==> src/rtl/mux4_arbiter.sv <==
// Round-robin arbiter sharing one 4:1 mux among four requesters, with a hold limit.
// Optional MUX4_ARB_LOCK_EN adds a LOCK input that suppresses hold-limit preemption.
module mux4_arbiter #(
  parameter int MAX_HOLD  = 16,
  parameter int CNT_WIDTH = 8
) (
  input  logic                 clk,
  input  logic                 rst_n,
  input  logic [3:0]           req,
`ifdef MUX4_ARB_LOCK_EN
  input  logic                 lock,
`endif
  output logic [3:0]           gnt,
  output logic [1:0]           sel,
  output logic                 busy,
  output logic                 handover,
  output logic [CNT_WIDTH-1:0] hold_cnt
);

  typedef enum logic {IDLE, OWNED} state_t;

  state_t               state, state_nxt;
  logic [1:0]           last, last_nxt;
  logic [3:0]           gnt_nxt;
  logic [1:0]           sel_nxt;
  logic                 busy_nxt, handover_nxt;
  logic [CNT_WIDTH-1:0] hold_nxt;
  logic [3:0]           owner_oh, cand;
  logic [2:0]           pick;
  logic                 at_max, lock_act;

  // Returns {found, index} of the first set bit searching ptr+1, ptr+2, ... mod 4.
  function automatic logic [2:0] rr_pick(input logic [3:0] c, input logic [1:0] ptr);
    logic [2:0] r;
    logic [1:0] idx;
    r = 3'b000;
    for (int k = 1; k <= 4; k++) begin
      idx = ptr + 2'(k);
      if (!r[2] && c[idx]) r = {1'b1, idx};
    end
    return r;
  endfunction

  function automatic logic [CNT_WIDTH-1:0] sat_inc(input logic [CNT_WIDTH-1:0] c);
    return (c >= CNT_WIDTH'(MAX_HOLD)) ? c : c + CNT_WIDTH'(1);
  endfunction

`ifdef MUX4_ARB_LOCK_EN
  assign lock_act = lock;
`else
  assign lock_act = 1'b0;
`endif

  // The owner never competes against itself, so its bit is masked out while OWNED.
  assign owner_oh = 4'b0001 << sel;
  assign cand     = (state == OWNED) ? (req & ~owner_oh) : req;
  assign pick     = rr_pick(cand, last);
  assign at_max   = (hold_cnt == CNT_WIDTH'(MAX_HOLD));

  always_comb begin
    state_nxt    = state;
    gnt_nxt      = gnt;
    sel_nxt      = sel;
    last_nxt     = last;
    hold_nxt     = hold_cnt;
    handover_nxt = 1'b0;
    case (state)
      IDLE: begin
        if (pick[2]) begin
          state_nxt = OWNED;
          gnt_nxt   = 4'b0001 << pick[1:0];
          sel_nxt   = pick[1:0];
          last_nxt  = pick[1:0];
          hold_nxt  = CNT_WIDTH'(1);
        end
      end
      OWNED: begin
        if ((!req[sel] || (at_max && !lock_act)) && pick[2]) begin
          // Release or preemption with someone waiting: hand over without a dead cycle.
          gnt_nxt      = 4'b0001 << pick[1:0];
          sel_nxt      = pick[1:0];
          last_nxt     = pick[1:0];
          hold_nxt     = CNT_WIDTH'(1);
          handover_nxt = 1'b1;
        end else if (!req[sel]) begin
          state_nxt = IDLE;
          gnt_nxt   = 4'b0000;
          hold_nxt  = '0;
        end else begin
          hold_nxt  = sat_inc(hold_cnt);
        end
      end
      default: state_nxt = IDLE;
    endcase
    busy_nxt = |gnt_nxt;
  end

  always_ff @(posedge clk or negedge rst_n) begin
    if (!rst_n) begin
      state    <= IDLE;
      gnt      <= 4'b0000;
      sel      <= 2'd0;
      last     <= 2'd3;
      busy     <= 1'b0;
      handover <= 1'b0;
      hold_cnt <= '0;
    end else begin
      state    <= state_nxt;
      gnt      <= gnt_nxt;
      sel      <= sel_nxt;
      last     <= last_nxt;
      busy     <= busy_nxt;
      handover <= handover_nxt;
      hold_cnt <= hold_nxt;
    end
  end

endmodule

==> config.mk <==
export PLATFORM = sky130hd
export DESIGN_NAME = mux4_arbiter
export DESIGN_NICKNAME = d
export VERILOG_FILES = /design/src/rtl/mux4_arbiter.sv
export SDC_FILE = /design/constraint.sdc
export NUM_CORES = 1
export LEC_CHECK = 0
export BUFFER_PORTS_ARGS = -buffer_cell sky130_fd_sc_hd__clkbuf_2
export CAP_MARGIN = 10
export CORE_UTILIZATION = 40
export CTS_CLUSTER_SIZE = 25
export DETAILED_ROUTE_END_ITERATION = 16
export RECOVER_POWER = 25
export SLEW_MARGIN = 15
export SYNTH_ARGS = -nofsm -noshare
export SYNTH_HDL_FRONTEND = slang
export SYNTH_SLANG_ARGS = --single-unit
==> constraint.sdc <==
create_clock -name clk -period 2.88 [get_ports clk]
set_input_delay 0.432 -clock clk [delete_from_list [all_inputs] [get_ports clk]]
set_output_delay 0.432 -clock clk [all_outputs]
set_load 0.01 [all_outputs]
==> metrics, run 1 <==
outcome finished clean; Final Slew Violations 0; Psw 0.572 mW; CTS tree yes; Design Area, Final 1240 um2; CTS Hold Bufs 0; final std cells w/o fill 165; Syn Std Cell Area 1120 um2; vias per inst 5.50; Final Worst Setup Slack 0.508 ns; switch share 44.5%; critical path type reg -> reg; area added between synthesis and finish 11.4%; max-cap violations 0; worst-case clock skew 0.00430 ns; Int Pwr 0.714 mW; R2R depth 7; drt first-iter violations 29; Worst-Margin Slew 1.01 ns; Max Root-Sink Buffers 2; fraction of layout instances using a drive strength above 1 28.9%; number of enable flip-flop cells after synthesis 0; R2R Path End busy; # rows 18; clock slew at reported path FFs 0.11 ns; leak pwr 0.593 nW; post-synthesis cell count 114; Setup crit end kind flop; Core Area 2570 um2; CTS H-tree lvls 1; GP Congestion 0.735; clk sinks 19; first-pass GRT wire length 3940 um; pre-CTS WS 0.528 ns; Core Util, Final 48.4%; Pwr Density 1030 nW/um2; Rel. slew slack 32.8%; final WL 2300 um; Pwr Total 1.29 mW; Clock Latency Late Sink 0.30 ns; wire per inst 14.0 um; DRC Markers 0; All-Layer GR Usage 18.7%; Setup crit start kind flop; antenna fix cells 0; largest net degree at the start of global routing 20; Synth Net Count 122; post-cts sizing count 0; starting density of the core 43.5%; Worst EP arrival 2.55 ns; die area 3010 um2; Reg area 478 um2; RSZ-0062 raised after global routing false; Setup TNS 0 ns; Final Setup Violations 0; syn avg cell area 9.79 um2; Comb pwr share 52.1%; Crit path required time 3.05 ns; Post-DRT Antenna Nets 0; Yosys reg bits 19; Multi-input gate area 571 um2; Die W 54.8 um; launching point of the worst reg2reg path state; Ys Warns 0; flop2flop setup slack 0.51 ns; postcts setup bufs 0; Peak supply drop 691 uV; Worst Setup EP busy; final hold vios 0; grt ovf 0; router iterations before antenna repair 4; clock share of power 10.6%; Seq pwr share 37.3%; ys async rst share 100%; initial antenna violation count 0; routed vias 907; Min-Delay Path Class in -> async; Final Hold Slack 0.265 ns; area post-placement 1220 um2; fin crit share 82.4%; Max Fanout on Critical Path 15; I/O Buffers 21; Die H 54.8 um; Nets 144; Fillers 249; highest clock rate 422 MHz; cts bufs inserted 3; post-synth cell types 45; CTS root buffer clkbuf_4; post-layout min period 2.37 ns; Critical path origin state; post-synthesis sequential area ratio 42.8%; HPWL Detailed 1710 um; Placed Cells 161; vias in the first global route 824; boundary pin count 22; Top FF cell, synth dfrtp_1
==> sequential cells by signal, summed over array words and instances (netlist names) <==
name / cells
busy: 1
gnt: 4
handover: 1
hold_cnt: 8
last: 2
sel: 2
state: 1
==> layout by cell type (no fill, tap or decap), types with 2 or more instances in the layout <==
master and count:
nor2_1 5, dfstp_2 2, clkbuf_4 3, nor3_1 2, and2_1 6, inv_1 7, a21oi_1 5, ha_1 2
nand2_1 14, nor2b_1 6, dfrtp_1 17, nand4_1 3, nand3_1 3, o21ai_0 6, clkbuf_2 20, xnor2_1 2
a21oi_2 2
==> cell type report <==
class                   instances  area share (%)
multi-input cells              84            45.9
clock buffers                   3            1.81
flip-flops and latches         19            38.4
repair buffers                 21            8.35
clock inverters                 1           0.402
inverters                       7            2.11
well taps                      30            3.02
==> per-layer routing <==
metal / GRT usage, % / wire length [um] / vias up
li1: - / - / 445
met1: 26.7 / 1120 / 430
met2: 27.1 / 1030 / 28
met3: 6.67 / 132 / 4
met4: 3.42 / 22 / 0
met5: 0 / 0 / -
==> synth_stat cells, types with 2 or more instances <==
cell type / count / share of area, %
a21oi_1: 5 / 2.2
a21oi_2: 2 / 1.6
and2_1: 6 / 3.4
buf_6: 3 / 3.0
dfrtp_1: 17 / 38
dfstp_2: 2 / 4.7
ha_1: 2 / 2.2
inv_1: 7 / 2.4
nand2_1: 14 / 4.7
nand3_1: 3 / 1.3
nand4_1: 3 / 1.7
nor2_1: 5 / 1.7
nor2b_1: 6 / 3.4
nor3_1: 2 / 0.90
o21ai_0: 6 / 2.7
xnor2_1: 2 / 1.6
==> critical path: stages (launching register included) <==
cell and delay (ns):
dfrtp_1 0.57, nor2b_1 0.24, a211oi_2 0.38, or2_1 0.20, a21oi_2 0.13, a21oi_1 0.14
nor2_1 0.07, or4_1 0.50
==> cells by family (layout without fill, tap and decap cells) <==
logic type,Yosys count,count (layout),share of synthesized area [%]
AO/OA/AOI/OAI,26,26,17.3
multiplexers,2,2,3.36
buffers and inverters,11,32,6.05
flip-flops,19,19,42.8
adder cells (fa/ha/maj),2,2,2.24
XOR/XNOR,2,2,1.57
AND/OR/NAND/NOR,52,52,26.7
==> power groups by stage <==
stage | sequential [mW] | combinational (mW) | clock [mW]
after floorplan | 0.474 | 0.520 | 0
after global placement | 0.478 | 0.665 | 0
after detailed placement | 0.483 | 0.664 | 0
after CTS | 0.477 | 0.670 | 0.141
after global routing | 0.492 | 0.757 | 0.153
final | 0.480 | 0.670 | 0.136
==> worst min-delay path by stage <==
stage	startpoint	endpoint	slack (ns)	depth (start not counted)
6_report	rst_n	state	0.26	1
5_1_grt	rst_n	sel[0]	0.36	1
3_5_place_dp	rst_n	handover	0.41	1
2_1_floorplan	rst_n	busy	0.14	0
3_3_place_gp	rst_n	handover	0.41	1
4_1_cts	rst_n	state	0.08	1
Note: power is estimated with default switching activity, not from simulation.
==> inputs of run 2 (changes only) <==
==> constraint.sdc (replaced) <==
create_clock -name clk -period 2.05 [get_ports clk]
set_input_delay 0.3075 -clock clk [delete_from_list [all_inputs] [get_ports clk]]
set_output_delay 0.3075 -clock clk [all_outputs]
set_load 0.01 [all_outputs]
==> run 2 against run 1 <==
The run now ends with negative setup slack left. Design area increased by 23%. Register-to-register slack got worse by 0.60 ns. Flip-flop and latch count unchanged. Sequential share of layout area decreased by 6.9 points. Die area unchanged. Largest power group unchanged.
==> metrics, run 2 (synthesis results as in run 1) <==
vias in the first global route 996; Setup crit start kind flop; DRC Markers 0; Die H 54.8 um; most frequent cells in the layout 24 x buf_4, 20 x clkbuf_2, 14 x nand2_1, 14 x dfrtp_1, 7 x inv_1; # rows 18; hold path start hold_cnt[6]; clk sinks 19; largest registers hold_cnt: 8 flops, gnt: 4 flops; Final Hold Slack 0.530 ns; area added between synthesis and finish 36.8%; antenna fix cells 0; largest stage delay on the critical path 0.50 ns; critical path type reg -> reg; Die W 54.8 um; Setup crit end kind flop; routed vias 1013; CTS H-tree lvls 1; max-cap violations 0; vias per inst 5.30; Core Util, Final 59.5%; Final Worst Setup Slack -0.0951 ns; fraction of layout instances using a drive strength above 1 45.3%; router iterations before antenna repair 4; CTS tree yes; CTS root buffer clkbuf_4; Hold Crit Depth 1; slowest cell on the critical path or4_1; failing checks negative setup slack; final WL 2660 um; RSZ-0062 raised after global routing true; Critical path origin state; Design Area, Final 1530 um2; Peak supply drop 1010 uV; Fillers 235; Worst-Margin Slew 1.04 ns; leak pwr 0.757 nW; Clock Latency Late Sink 0.30 ns; max FFs per register 8; first-pass GRT wire length 4110 um; Reg area 482 um2; CP top delay family simple AND/OR/NAND/NOR gates; All-Layer GR Usage 19.7%; worst-case clock skew 0.00329 ns; wire per inst 13.9 um; clock slew at reported path FFs 0.12 ns; area post-placement 1380 um2; Nets 170; GP Congestion 0.804; initial antenna violation count 0; Final Slew Violations 0; highest clock rate 466 MHz; pre-CTS WS -0.112 ns; outcome finished, violations left; Post-DRT Antenna Nets 0; cts bufs inserted 3; Crit path required time 2.24 ns; Biggest register hold_cnt; Pwr Density 1480 nW/um2; flop2flop setup slack -0.1 ns; final hold vios 0; fin crit share 105%; Setup TNS -0.0951 ns; die area 3010 um2; Worst EP arrival 2.33 ns; post-layout min period 2.15 ns; starting density of the core 43.5%; HPWL Detailed 1910 um; Final Setup Violations 1; Max Root-Sink Buffers 2; grt ovf 0; Min-Delay Path Class reg -> reg; R2R depth 7; R2R Path End busy; Max Fanout on Critical Path 8; Multi-input gate area 648 um2; Core Area 2570 um2; I/O Buffers 21; largest net degree at the start of global routing 20; most common cell after layout, fill and taps aside buf_4; ordered list of cells on the worst path nor2b_2 -> a211oi_4 -> or2_4 -> a21oi_4 -> a21oi_1 -> nor2_1 -> or4_1; drt first-iter violations 13; worst hold endpoint hold_cnt[6]; Rel. slew slack 30.8%; launching point of the worst reg2reg path state; CP bufs+invs 0; boundary pin count 22
run 2: cell types whose count changed in the layout (fill, tap and decap cells not counted), moves of 2 or more:
cell,before,now
a21oi_4,0,2
dfrtp_1,17,14
nor2b_1,6,3
buf_4,0,24
nor2b_4,0,2
dfrtp_2,0,3
a21oi_2,2,0
run 2: timing repair:
item / in CTS / in global routing
pin swaps: 6 / 6
setup buffers: 2 / 1
endpoints found under the setup margin: 2 / 4
gates resized for setup: 14 / 5
hold endpoints to repair: 17 / 0
hold buffers: 1 / 0
cloned: 0 / 0
run 2: where the power goes:
group	internal, mW	switching (mW)	total, mW	leakage, nW
Sequential	0.521	0.128	0.650	0.234
Clock	0.0728	0.126	0.199	0.0177
Combinational	0.724	0.686	1.41	0.505
run 2: metal layers:
layer | vias up | track usage [%] | routed length [um]
li1 | 499 | - | -
met1 | 485 | 24.2 | 1230
met2 | 25 | 33.1 | 1310
met3 | 4 | 3.33 | 87
met4 | 0 | 8.97 | 29
met5 | - | 0 | 0
run 2: cell type report:
| class | count | share of cell area, % |
|---|---|---|
| multi-input combinational | 84 | 42.5 |
| inverter | 7 | 1.72 |
| clock buffer | 3 | 1.48 |
| clock inverter | 1 | 0.328 |
| sequential | 19 | 31.6 |
| tap | 30 | 2.46 |
| timing repair buffer | 47 | 20.0 |
run 2: worst max-delay path by stage:
stage          slack, ns  cells after the start  endpoint
2_1_floorplan      -0.04                      8      busy
4_1_cts            -0.06                      8      busy
3_3_place_gp       -0.06                      8      busy
5_1_grt            -0.13                      8      busy
6_report            -0.1                      7      busy
3_5_place_dp       -0.11                      8      busy
run 2: stage by stage:
stage          cells  power [mW]
6_report         191        2.26
5_1_grt          191        2.43
4_1_cts          190        2.22
3_5_place_dp     183        1.86
3_3_place_gp     183        1.83
2_1_floorplan    114        1.40
==> inputs of run 3 (changes only) <==
--- a/config.mk
+++ b/config.mk
@@ -5,11 +5,12 @@
 export SDC_FILE = /design/constraint.sdc
 export NUM_CORES = 1
 export LEC_CHECK = 0
-export BUFFER_PORTS_ARGS = -buffer_cell sky130_fd_sc_hd__clkbuf_2
 export CAP_MARGIN = 10
+export CORE_ASPECT_RATIO = 1.2
 export CORE_UTILIZATION = 40
 export CTS_CLUSTER_SIZE = 25
 export DETAILED_ROUTE_END_ITERATION = 16
+export DONT_BUFFER_PORTS = 1
 export RECOVER_POWER = 25
 export SLEW_MARGIN = 15
 export SYNTH_ARGS = -nofsm -noshare
==> run 3 against run 2 <==
The flow still finishes with violations (negative setup slack). Die area about the same. Power up 6.2%. Hold slack worse by 0.096 ns. Worst setup slack worse by 0.013 ns. Global-route usage down 1.2 points. Sequential power up 2%. Core utilization down 0.61 points. Combinational power up 9%.
==> metrics, run 3 (synthesis results as in run 1) <==
Max Fanout on Critical Path 6; CTS tree yes; CTS root buffer clkbuf_4; RSZ-0062 raised after global routing true; largest stage delay on the critical path 0.57 ns; Fillers 231; Final Worst Setup Slack -0.108 ns; GP Congestion 0.771; vias per inst 5.28; Critical path origin last[0]; grt ovf 0; largest net degree at the start of global routing 20; worst-case clock skew 0.00117 ns; Setup crit start kind flop; Worst EP arrival 2.34 ns; post-layout min period 2.16 ns; first-pass GRT wire length 4130 um; ordered list of cells on the worst path nor2b_1 -> o21ai_1 -> nand4_1 -> and4_4 -> and2b_1 -> o22a_1 -> or4_1; routed vias 983; wire per inst 14.3 um; leak pwr 0.712 nW; pre-CTS WS -0.128 ns; fraction of layout instances using a drive strength above 1 44.4%; All-Layer GR Usage 18.5%; clock slew at reported path FFs 0.11 ns; cts bufs inserted 3; Nets 162; Die W 50.2 um; Die H 59.9 um; Final Setup Violations 1; Post-DRT Antenna Nets 0; critical path type reg -> reg; boundary pin count 22; initial antenna violation count 0; Core Area 2600 um2; Pwr Density 1570 nW/um2; Worst-Margin Slew 0.837 ns; die area 3010 um2; drt first-iter violations 13; Min-Delay Path Class in -> reg; starting density of the core 42.9%; Max Root-Sink Buffers 2; failing checks negative setup slack; max-cap violations 0; hold path start req[2]; Setup crit end kind flop; final WL 2660 um; Setup TNS -0.108 ns; Reg area 482 um2; largest registers hold_cnt: 8 flops, gnt: 4 flops; outcome finished, violations left; most frequent cells in the layout 34 x buf_4, 14 x dfrtp_1, 12 x nand2_1, 7 x inv_1, 6 x and2_1; most common cell after layout, fill and taps aside buf_4; Biggest register hold_cnt; router iterations before antenna repair 4; area added between synthesis and finish 37.2%; max FFs per register 8; fin crit share 105%; Crit path required time 2.23 ns; highest clock rate 463 MHz; HPWL Detailed 1780 um; launching point of the worst reg2reg path last[0]; Final Slew Violations 0; # rows 20; Multi-input gate area 644 um2; DRC Markers 0; antenna fix cells 0; I/O Buffers 0; CTS H-tree lvls 1; Peak supply drop 857 uV; Rel. slew slack 44.0%; slowest cell on the critical path dfstp_2; clk sinks 19; final hold vios 0; vias in the first global route 972; Clock Latency Late Sink 0.30 ns
run 3: layout make-up:
cell class / count / area share, %
inverters: 7 / 1.72
clock buffers: 3 / 1.47
well taps: 33 / 2.70
repair buffers: 39 / 20.3
clock inverters: 1 / 0.327
flip-flops and latches: 19 / 31.5
multi-input cells: 84 / 42.1
run 3: what timing repair did:
| item | CTS | global route |
|---|---|---|
| endpoints found under the hold margin | 19 | 0 |
| hold buffers | 1 | 0 |
| endpoints found under the setup margin | 3 | 7 |
| gates resized for setup | 11 | 12 |
| cloned | 0 | 0 |
| pin swaps | 6 | 10 |
| buffers inserted | 13 | 7 |
run 3: stage by stage:
stage                     cell area [um2]  power, mW  instances  hold WS, ns  util, %
after floorplan                      1120       1.40        114       0.0119        -
after global placement               1250       1.74        161       0.0124     48.1
after detailed placement             1250       1.77        161       0.0124     48.1
after CTS                            1430       2.23        179        0.405     54.8
after global routing                 1530       2.55        186        0.441     58.8
final                                1530       2.40        186        0.434     58.8
run 3: path summary, 6_finish.rpt:
check                          end  slack [ns]  depth (start not counted)
min in group asynchronous   gnt[1]        0.55                          1
hold reg to reg            last[0]        0.55                          2
setup reg to reg              busy       -0.11                          7
hold / removal               state        0.43                          4
max in group asynchronous   sel[1]        0.93                          1
setup / recovery              busy       -0.11                          7
run 3: power breakdown:
part	switching [mW]	internal, mW	total, mW
Combinational	0.696	0.848	1.54
Clock	0.116	0.0727	0.189
Sequential	0.144	0.522	0.666
run 3: critical path: cells and delay by family, from the launching register on:
family	cells	cell delay, ns
AND/OR/NAND/NOR	5	1.10
flip-flops	1	0.57
AO/OA/AOI/OAI	2	0.37
run 3: metal layers:
layer	track usage, %	part of all wire [%]	wire [um]	up-vias
met5	0	0	0	-
li1	-	-	-	479
met4	8.16	1.5	39	0
met1	20.1	42	1130	475
met2	35.6	53	1400	24
met3	2.29	3.3	87	5
